$ cat config.mk
export PLATFORM = sky130hd
export DESIGN_NAME = pe_link_rx_west
export DESIGN_NICKNAME = d
export VERILOG_FILES = /design/src/rtl/pe_link_pkg.sv /design/src/rtl/pe_link_fifo.sv /design/src/rtl/pe_link_rx_west.sv
export SDC_FILE = /design/constraint.sdc
export NUM_CORES = 2
export LEC_CHECK = 0
export ABC_AREA = 1
export CAP_MARGIN = 20
export CELL_PAD_IN_SITES_DETAIL_PLACEMENT = 1
export CELL_PAD_IN_SITES_GLOBAL_PLACEMENT = 2
export CORE_ASPECT_RATIO = 1.1
export CORE_UTILIZATION = 42
export CTS_BUF_LIST = sky130_fd_sc_hd__clkbuf_8
export CTS_CLUSTER_SIZE = 10
export DETAILED_ROUTE_END_ITERATION = 16
export PLACE_DENSITY_LB_ADDON = 0.1
export SLEW_MARGIN = 20
export SYNTH_ARGS = -nofsm -noshare
export SYNTH_HDL_FRONTEND = slang
export SYNTH_SLANG_ARGS = --single-unit
export TNS_END_PERCENT = 10
$ cat constraint.sdc
create_clock -name clk -period 9.5 [get_ports clk]
set_input_delay 0.95 -clock clk [delete_from_list [all_inputs] [get_ports clk]]
set_output_delay 0.95 -clock clk [all_outputs]
set_load 0.01 [all_outputs]
$ cat src/rtl/pe_link_pkg.sv
// rtl/pe_link_pkg.sv - shared link bit positions, receive FSM states and width check
package pe_link_pkg;

  localparam int LINK_AXIS_WIDTH = 128;
  localparam int LINK_VALID_BIT  = LINK_AXIS_WIDTH + 1;
  localparam int LINK_CREDIT_BIT = LINK_AXIS_WIDTH;

  typedef enum logic [1:0] {
    IDLE = 2'd0,
    INIT = 2'd1,
    RUN  = 2'd2
  } link_state_e;

  function automatic bit link_width_ok(input int axis_width, input int west_width);
    return west_width == axis_width + 2;
  endfunction

endpackage

$ cat src/rtl/pe_link_fifo.sv
// rtl/pe_link_fifo.sv - show-ahead FIFO with occupancy count, shared by all mesh receive endpoints
module pe_link_fifo #(
  parameter int WIDTH     = 128,
  parameter int ADDR_BITS = 4
) (
  input  logic                 clk,
  input  logic                 rst_n,
  input  logic                 push,
  input  logic                 pop,
  input  logic [WIDTH-1:0]     din,
  output logic [WIDTH-1:0]     dout,
  output logic                 empty,
  output logic                 full,
  output logic [ADDR_BITS:0]   count
);

  localparam int CW    = ADDR_BITS + 1;
  localparam int DEPTH = 1 << ADDR_BITS;

  logic [WIDTH-1:0]     mem_q [DEPTH];
  logic [ADDR_BITS-1:0] wr_ptr_q, rd_ptr_q;
  logic [CW-1:0]        count_q;
  logic                 do_push, do_pop;

  assign empty = (count_q == '0);
  assign full  = (count_q == CW'(DEPTH));
  assign count = count_q;

  // A pop on the same edge frees the slot, so a push into a full FIFO is accepted then.
  assign do_pop  = pop && !empty;
  assign do_push = push && (!full || do_pop);

  // Head word is read combinationally; forced to zero when empty so nothing stale leaks out.
  assign dout = empty ? '0 : mem_q[rd_ptr_q];

  always_ff @(posedge clk) begin
    if (do_push) mem_q[wr_ptr_q] <= din;
  end

  always_ff @(posedge clk or negedge rst_n) begin
    if (!rst_n) begin
      wr_ptr_q <= '0;
      rd_ptr_q <= '0;
      count_q  <= '0;
    end else begin
      if (do_push) wr_ptr_q <= wr_ptr_q + 1'b1;
      if (do_pop)  rd_ptr_q <= rd_ptr_q + 1'b1;
      case ({do_push, do_pop})
        2'b10:   count_q <= count_q + CW'(1);
        2'b01:   count_q <= count_q - CW'(1);
        default: count_q <= count_q;
      endcase
    end
  end

endmodule

$ cat src/rtl/pe_link_rx_west.sv
// rtl/pe_link_rx_west.sv - west receive endpoint of the inter-PE mesh link
// Buffers incoming link words and returns one credit per freed slot after an initial DEPTH grant.
module pe_link_rx_west
  import pe_link_pkg::*;
#(
  parameter int AXIS_WIDTH     = LINK_AXIS_WIDTH,
  parameter int WEST_WIDTH     = LINK_AXIS_WIDTH + 2,
  parameter int FIFO_ADDR_BITS = 4
) (
  input  logic                      clk,
  input  logic                      reset,
  input  logic                      ap_start,
  input  logic [WEST_WIDTH-1:0]     in_from_west,
  output logic [WEST_WIDTH-1:0]     out_to_west,
  output logic [AXIS_WIDTH-1:0]     dout,
  output logic                      val_out,
  input  logic                      ready_downward,
  output logic [FIFO_ADDR_BITS:0]   fifo_count,
  output logic                      proto_err
);

  localparam int CW        = FIFO_ADDR_BITS + 1;
  localparam int VALID_BIT = AXIS_WIDTH + 1;
  localparam int CRED_BIT  = AXIS_WIDTH;
  localparam logic [CW-1:0] DEPTH_C = CW'(1 << FIFO_ADDR_BITS);
  localparam logic [CW-1:0] ONE_C   = CW'(1);

  if (!link_width_ok(AXIS_WIDTH, WEST_WIDTH)) begin : g_width_err
    $error("pe_link_rx_west: WEST_WIDTH must equal AXIS_WIDTH+2");
  end

  link_state_e   state_q, state_d;
  logic [CW-1:0] grant_q, grant_d;
  logic [CW-1:0] pend_q, pend_d;
  logic          credit_q, credit_d;
  logic          err_q, err_d;

  logic          link_valid, fifo_empty, fifo_full, pop, push;
  logic          unused_link_credit;

  assign link_valid         = in_from_west[VALID_BIT];
  assign unused_link_credit = in_from_west[CRED_BIT];

  assign val_out = !fifo_empty;
  assign pop     = val_out && ready_downward;
  assign push    = link_valid && (state_q != IDLE) && (!fifo_full || pop);

  pe_link_fifo #(
    .WIDTH    (AXIS_WIDTH),
    .ADDR_BITS(FIFO_ADDR_BITS)
  ) u_fifo (
    .clk  (clk),
    .rst_n(reset),
    .push (push),
    .pop  (pop),
    .din  (in_from_west[AXIS_WIDTH-1:0]),
    .dout (dout),
    .empty(fifo_empty),
    .full (fifo_full),
    .count(fifo_count)
  );

  always_comb begin
    state_d  = state_q;
    grant_d  = grant_q;
    pend_d   = pend_q;
    credit_d = 1'b0;
    err_d    = err_q | (link_valid && ((state_q == IDLE) || (fifo_full && !pop)));
    case (state_q)
      IDLE: begin
        if (ap_start) begin
          state_d  = INIT;
          grant_d  = DEPTH_C;
          credit_d = 1'b1;
        end
      end
      INIT: begin
        // grant_q counts pulses still on the wire including the current one.
        credit_d = (grant_q > ONE_C);
        grant_d  = grant_q - ONE_C;
        if (grant_q <= ONE_C) state_d = RUN;
        if (pop && (pend_q != DEPTH_C)) pend_d = pend_q + ONE_C;
      end
      RUN: begin
        credit_d = pop || (pend_q != '0);
        if (!pop && (pend_q != '0)) pend_d = pend_q - ONE_C;
      end
      default: state_d = IDLE;
    endcase
  end

  always_ff @(posedge clk or negedge reset) begin
    if (!reset) begin
      state_q  <= IDLE;
      grant_q  <= '0;
      pend_q   <= '0;
      credit_q <= 1'b0;
      err_q    <= 1'b0;
    end else begin
      state_q  <= state_d;
      grant_q  <= grant_d;
      pend_q   <= pend_d;
      credit_q <= credit_d;
      err_q    <= err_d;
    end
  end

  always_comb begin
    out_to_west           = '0;
    out_to_west[CRED_BIT] = credit_q;
  end

  assign proto_err = err_q;

endmodule

-- Word level (Yosys, flattened, before mapping)
Memories as Yosys holds them, arrays and structs flattened.
Index checks and enable logic that the tools add are counted.
- flip-flop bits (word level): 27
- memory bits (writable): 2048
- input bits: 134
- output and inout port bits: 265
- logic and storage cells: 70
- memories: 1
- add/sub/neg operators: 7
- magnitude comparators: 2
- equality and inequality tests: 10
- muxes and demuxes: 14
- bitwise gates (word level): 2
- reductions and logical operators: 26
- memories (name ; words ; bits a word ; rd ports ; clocked after Yosys merged registers in ; write ports ; line ; text):
    u_fifo.mem_q ; 16 ; 128 ; 1 ; 0 ; 1 ; pe_link_fifo.sv:20 ; logic [WIDTH-1:0] mem_q [DEPTH];
- operators with widths (cell ; count):
    $mux W128 ; 1
    $pmux W5 S2 ; 3
    $mux W5 ; 3
    $sub A5 B1 Y5 const B ; 3
    $add A5 B1 Y5 const B ; 2
    $logic_and A1 B1 Y1 ; 9
    $add A4 B1 Y4 const B ; 2
    $ne A2 B2 Y1 const B ; 4
    $reduce_bool A2 Y1 ; 4
    $pmux W2 S3 ; 1
    $reduce_and A3 Y1 ; 2
    $eq A5 B5 Y1 const B ; 1
    $gt A5 B1 Y1 const B ; 1
    $le A5 B1 Y1 const B ; 1
    $logic_not A5 Y1 ; 1
    $ne A5 B5 Y1 const B ; 1
    $reduce_bool A5 Y1 ; 1
    $eq A2 B1 Y1 const B ; 2
    $eq A2 B2 Y1 const B ; 2
    $logic_or A1 B1 Y1 ; 4
    $mux W2 ; 2
    $logic_not A1 Y1 ; 3
    $mux W1 ; 3
    $pmux W1 S3 ; 1
    4 further kinds ; 4

-- Longest topological paths before layout
- word-level depth: 8
- gate-level depth with buffers: 16
- gate-level depth less buffers: 15

-- Hierarchy
A second synthesis with hierarchy kept.
- cells, all modules: 6955
- area, all modules: 84036.8 um^2
- modules (own cells, without submodules) (module ; times used ; cells each ; area an instance (um^2) ; sequential area each (um^2)):
    pe_link_fifo ; 1 ; 6714 ; 82198.8 ; 61824.3
    pe_link_rx_west ; 1 ; 241 ; 1838.0 ; 350.3

-- Least setup slack after synthesis
OpenSTA, ideal clock, no wires.
- path type: input to register
- from: input ready_downward
- to: memory u_fifo.mem_q[10][0], enable pin
- library setup time: 0.617 ns
- arrival: 6.789 ns
- data required time: 8.883 ns
- setup slack: 2.093 ns
- stages: 5
- path buffers: 1
- path through: nor2_1 > nand4_1 > nand3_1 > clkbuf_1 > nor2_1
- cells in the longest elaborated chain, start to end: 6
- ends and longest elaborated chain (item ; line ; text):
    from (decl) ; pe_link_rx_west.sv:17 ; input logic ready_downward,
    $logic_and A1 B1 Y1 (*) ; pe_link_rx_west.sv:45 ; assign pop = val_out && ready_downward;
    $logic_or A1 B1 Y1 / $logic_and A1 B1 Y1 (equally long branches) ; pe_link_rx_west.sv:46, pe_link_fifo.sv:30 ;
    $logic_and A1 B1 Y1 / $logic_or A1 B1 Y1 (equally long branches) ; pe_link_rx_west.sv:46, pe_link_fifo.sv:31 ;
    $logic_and A1 B1 Y1 (*) ; pe_link_fifo.sv:31 ; assign do_push = push && (!full || do_pop);
    $mux W1 (*) ; pe_link_fifo.sv:37 ; if (do_push) mem_q[wr_ptr_q] <= din;
    $mux W1 (not written as such) (*) ; pe_link_fifo.sv:37 ;
    to (decl) ; pe_link_fifo.sv:20 ;
Mark *: on every way between the ends. The rest lies on a longest branch, timed or not.

-- Final worst setup path
- from: register u_fifo.rd_ptr_q[0]
- to: output dout[46]
- cells in the longest elaborated chain, start to end: 2
- ends and longest elaborated chain (item ; line ; text):
    from (decl) ; pe_link_fifo.sv:21 ; logic [ADDR_BITS-1:0] wr_ptr_q, rd_ptr_q;
    from (signal assigned) ; pe_link_fifo.sv:47 ; if (do_pop) rd_ptr_q <= rd_ptr_q + 1'b1;
    $mem_v2 Z16 W128 ; n/a ;
    $mux W128 ; pe_link_fifo.sv:34 ; assign dout = empty ? '0 : mem_q[rd_ptr_q];
    to (decl) ; pe_link_rx_west.sv:15 ; output logic [AXIS_WIDTH-1:0] dout,
No other way between the ends.

==> results_dict.tcl <==
set metrics [dict create \
    worstReg2RegEnd "u_fifo.mem_q[2][62]" \
    num_rows 176 \
    path_max_fanout 162 \
    ir_drop_mv 0.2521 \
    status "completed" \
    critical_path_class "flip-flop to output port" \
    crit_top_cell "nand2_1" \
    antenna_found_initial 34 \
    cp.required_ps 8550 \
    die-area_um2 212800 \
    fin_crit_sh_pct 66.58 \
    clk_pin_slew_ps 60 \
    worst_slew_pin_slew_ps 1220 \
    fill_cells 22710 \
    ys_async_sr_fraction_pct 1.301 \
    root_buffer "clkbuf_8" \
    grt_pass1_wl_um 393000 \
    reg2reg_depth 7 \
    synth-seq-cells 2075 \
    max_cap_violations 0 \
    slowest_delay_ps 830 \
    die_h_um 483.7 \
    start_util_pct 42.30 \
    final_cells 11680 \
    wl_met3_um 12160 \
    dr_total_vias 60060 \
    p_leak_nw 41.24 \
    hold_ws_ps 296.4 \
    drcViolationCount 0 \
    area_growth_pct 12.68 \
    yosys.cell_types.count 30 \
    fmax_mhz 158.1 \
    met2WireLength_um 129500 \
    synth_flop_cell "edfxtp_1" \
    layout-drive-gt1-share_pct 5.998 \
    detail-route-antenna-nets 0 \
    cpLargestDelayFamily "buffers and inverters" \
    cts.sinks 2075 \
    drt-total-wl_um 264200 \
    netlist_area_um2 88590 \
    cp-end-kind "output port" \
    hold_path_class "input pin to asynchronous set/reset pin" \
    h-tree-depth 5 \
    cts_setup_buffers 0 \
    wl_met1_um 116000 \
    synthesis.instances 8359 \
    rsz0062_at_grt "false" \
    hold_buffers 0 \
    grt_usage_pct 24.77 \
    dp_hpwl_um 124800 \
    slowest_stage "buf_4" \
    finalMaxSlewViolations 0 \
    via_per_inst 5.144 \
    io_pins 399 \
    first_pass_iters 5 \
    synth-seq-area-share_pct 70.18 \
    reg2reg_from "u_fifo.count[0]" \
    yosys-top-cells-area "edfxtp_1 69%, nand2_1 13%, nand3_1 7.3%, inv_1 4.5%, buf_2 1.2%" \
    cts_buffers 365 \
    cts_tree "yes" \
    yosys_warnings 0 \
    grt_pass1_vias 62830 \
    setup_viol 0 \
    final_nets 8788 \
    netlist.top_cell.by_area "edfxtp_1" \
    grt_max_degree 214 \
    slew_headroom_pct 18.69 \
    crit_chain "buf_4, buf_12, buf_4, nand2_1, nand2_1, nand2_1, nand3_1, nand3_1, a21oi_1, clkdlybuf4s50_1" \
    final.setup.tns_ps 0 \
    path_buf_inv 4 \
    gp_congestion 0.7151 \
    report.final.hold_viol_count 0 \
    io_buffers 268 \
    overflow 0 \
    rrSetupSlack_ps 6020 \
    clkLatencyLatePin_ps 1080 \
    place_inst 11030 \
    clock_skew_ps 64.00 \
    cp.arrival_ps 5370 \
    clock_path_buffers 4 \
    fp.dieW_um 439.9 \
    synth_edf_count 2048 \
    wl_per_cell_um 22.63 \
    synth_top_area_share_pct 69.42 \
    startpoint_type "flip-flop" \
    pwr_density_cell_nw_per_um2 301.4 \
    highest_layer "met5" \
    core_um2 209400 \
    cts_resized 0 \
    drtIter0Drc 3897 \
    fin_crit_ps 6325 \
    syn_area_per_cell_um2 10.60 \
]
[logic make-up after synthesis]
family,after synthesis,share of synthesized area (%)
other cells,1,0.004233
compound gates,148,0.8489
flops,2075,70.18
fa+ha+maj,15,0.2203
mux,1,0.01130
simple gates,4474,20.81
buf+inv,1632,7.792
xor+xnor,13,0.1285
[routing by layer]
layer  track usage (%)  vias to the layer above
met3             4.144                      415
met2             42.23                     1212
li1                  -                    27740
met1             32.20                    30680
met5                 0                        -
met4             7.488                       20
[registers in the layout, indices dropped and copies added (netlist names)]
name	count
credit_q	1
proto_err	1
grant_q	5
u_fifo.wr_ptr_q	4
u_fifo.mem_q	2048
state_q	2
u_fifo.count	5
pend_q	5
u_fifo.rd_ptr_q	4
[stage by stage]
step / util, % / area, um^2 / setup WS [ps] / power, W
2_1_floorplan: - / 89070 / 2093 / 0.01825
3_3_place_gp: 44.63 / 93450 / 4085 / 0.02286
3_5_place_dp: 44.63 / 93450 / 4100 / 0.02301
4_1_cts: 47.65 / 99790 / 2922 / 0.03051
5_1_grt: 47.66 / 99820 / 2796 / 0.03188
6_report: 47.67 / 99820 / 3175 / 0.03009
[final cells by class]
class	instances	area [um^2]	share of cell area, %
Antenna cell	14	35.03	0.03510
Clock buffer	373	5134	5.143
Clock inverter	258	1200	1.202
Inverter	1061	4029	4.036
Multi-Input combinational cell	4780	20120	20.15
Sequential cell	2075	62190	62.30
Tap cell	2759	3452	3.458
Timing Repair Buffer	356	3669	3.675
[power breakdown]
part,internal (W),switching [W]
clock network,0.00378,0.00363
logic,0.00350,0.00794
registers,0.0110,0.000246
total,0.0183,0.0118
[synthesized netlist by cell type, types with 6 or more instances]
master,n
nand2_1,3143
edfxtp_1,2048
nand3_1,1292
inv_1,1058
buf_2,212
clkbuf_1,164
buf_4,134
a21oi_1,133
buf_1,60
nor2_1,29
dfrtp_1,27
ha_1,14
o21ai_0,10
xor2_1,10
nand4_1,6
[worst max-delay path by stage]
stage	from	endpoint	slack, ps	cells after the start
2_1_floorplan	ready_downward	u_fifo.mem_q[10][0]	2090	5
3_3_place_gp	u_fifo.rd_ptr_q[0]	dout[22]	4090	10
3_5_place_dp	u_fifo.rd_ptr_q[0]	dout[22]	4100	10
4_1_cts	u_fifo.rd_ptr_q[0]	dout[22]	2920	10
5_1_grt	u_fifo.rd_ptr_q[0]	dout[52]	2800	10
6_report	u_fifo.rd_ptr_q[0]	dout[46]	3180	10
[placed cells by master, fill, tap and decap left out, types with 16 or more instances in the layout]
| cell | count |
|---|---|
| a21oi_1 | 133 |
| buf_12 | 26 |
| buf_4 | 62 |
| clkbuf_8 | 373 |
| clkdlybuf4s50_1 | 268 |
| clkinv_1 | 85 |
| clkinv_2 | 32 |
| conb_1 | 129 |
| dfrtp_1 | 23 |
| edfxtp_1 | 2048 |
| inv_1 | 1184 |
| nand2_1 | 3143 |
| nand3_1 | 1291 |
| nor2_4 | 16 |
[worst reg2reg max path: stages, from the launching register on]
cell	delay (ps)
dfrtp_1	440
inv_1	80
nand4_1	150
nand3_2	80
buf_4	290
nor2_4	610
buf_4	790
buf_4	650
(Power assumes the default switching activity.)
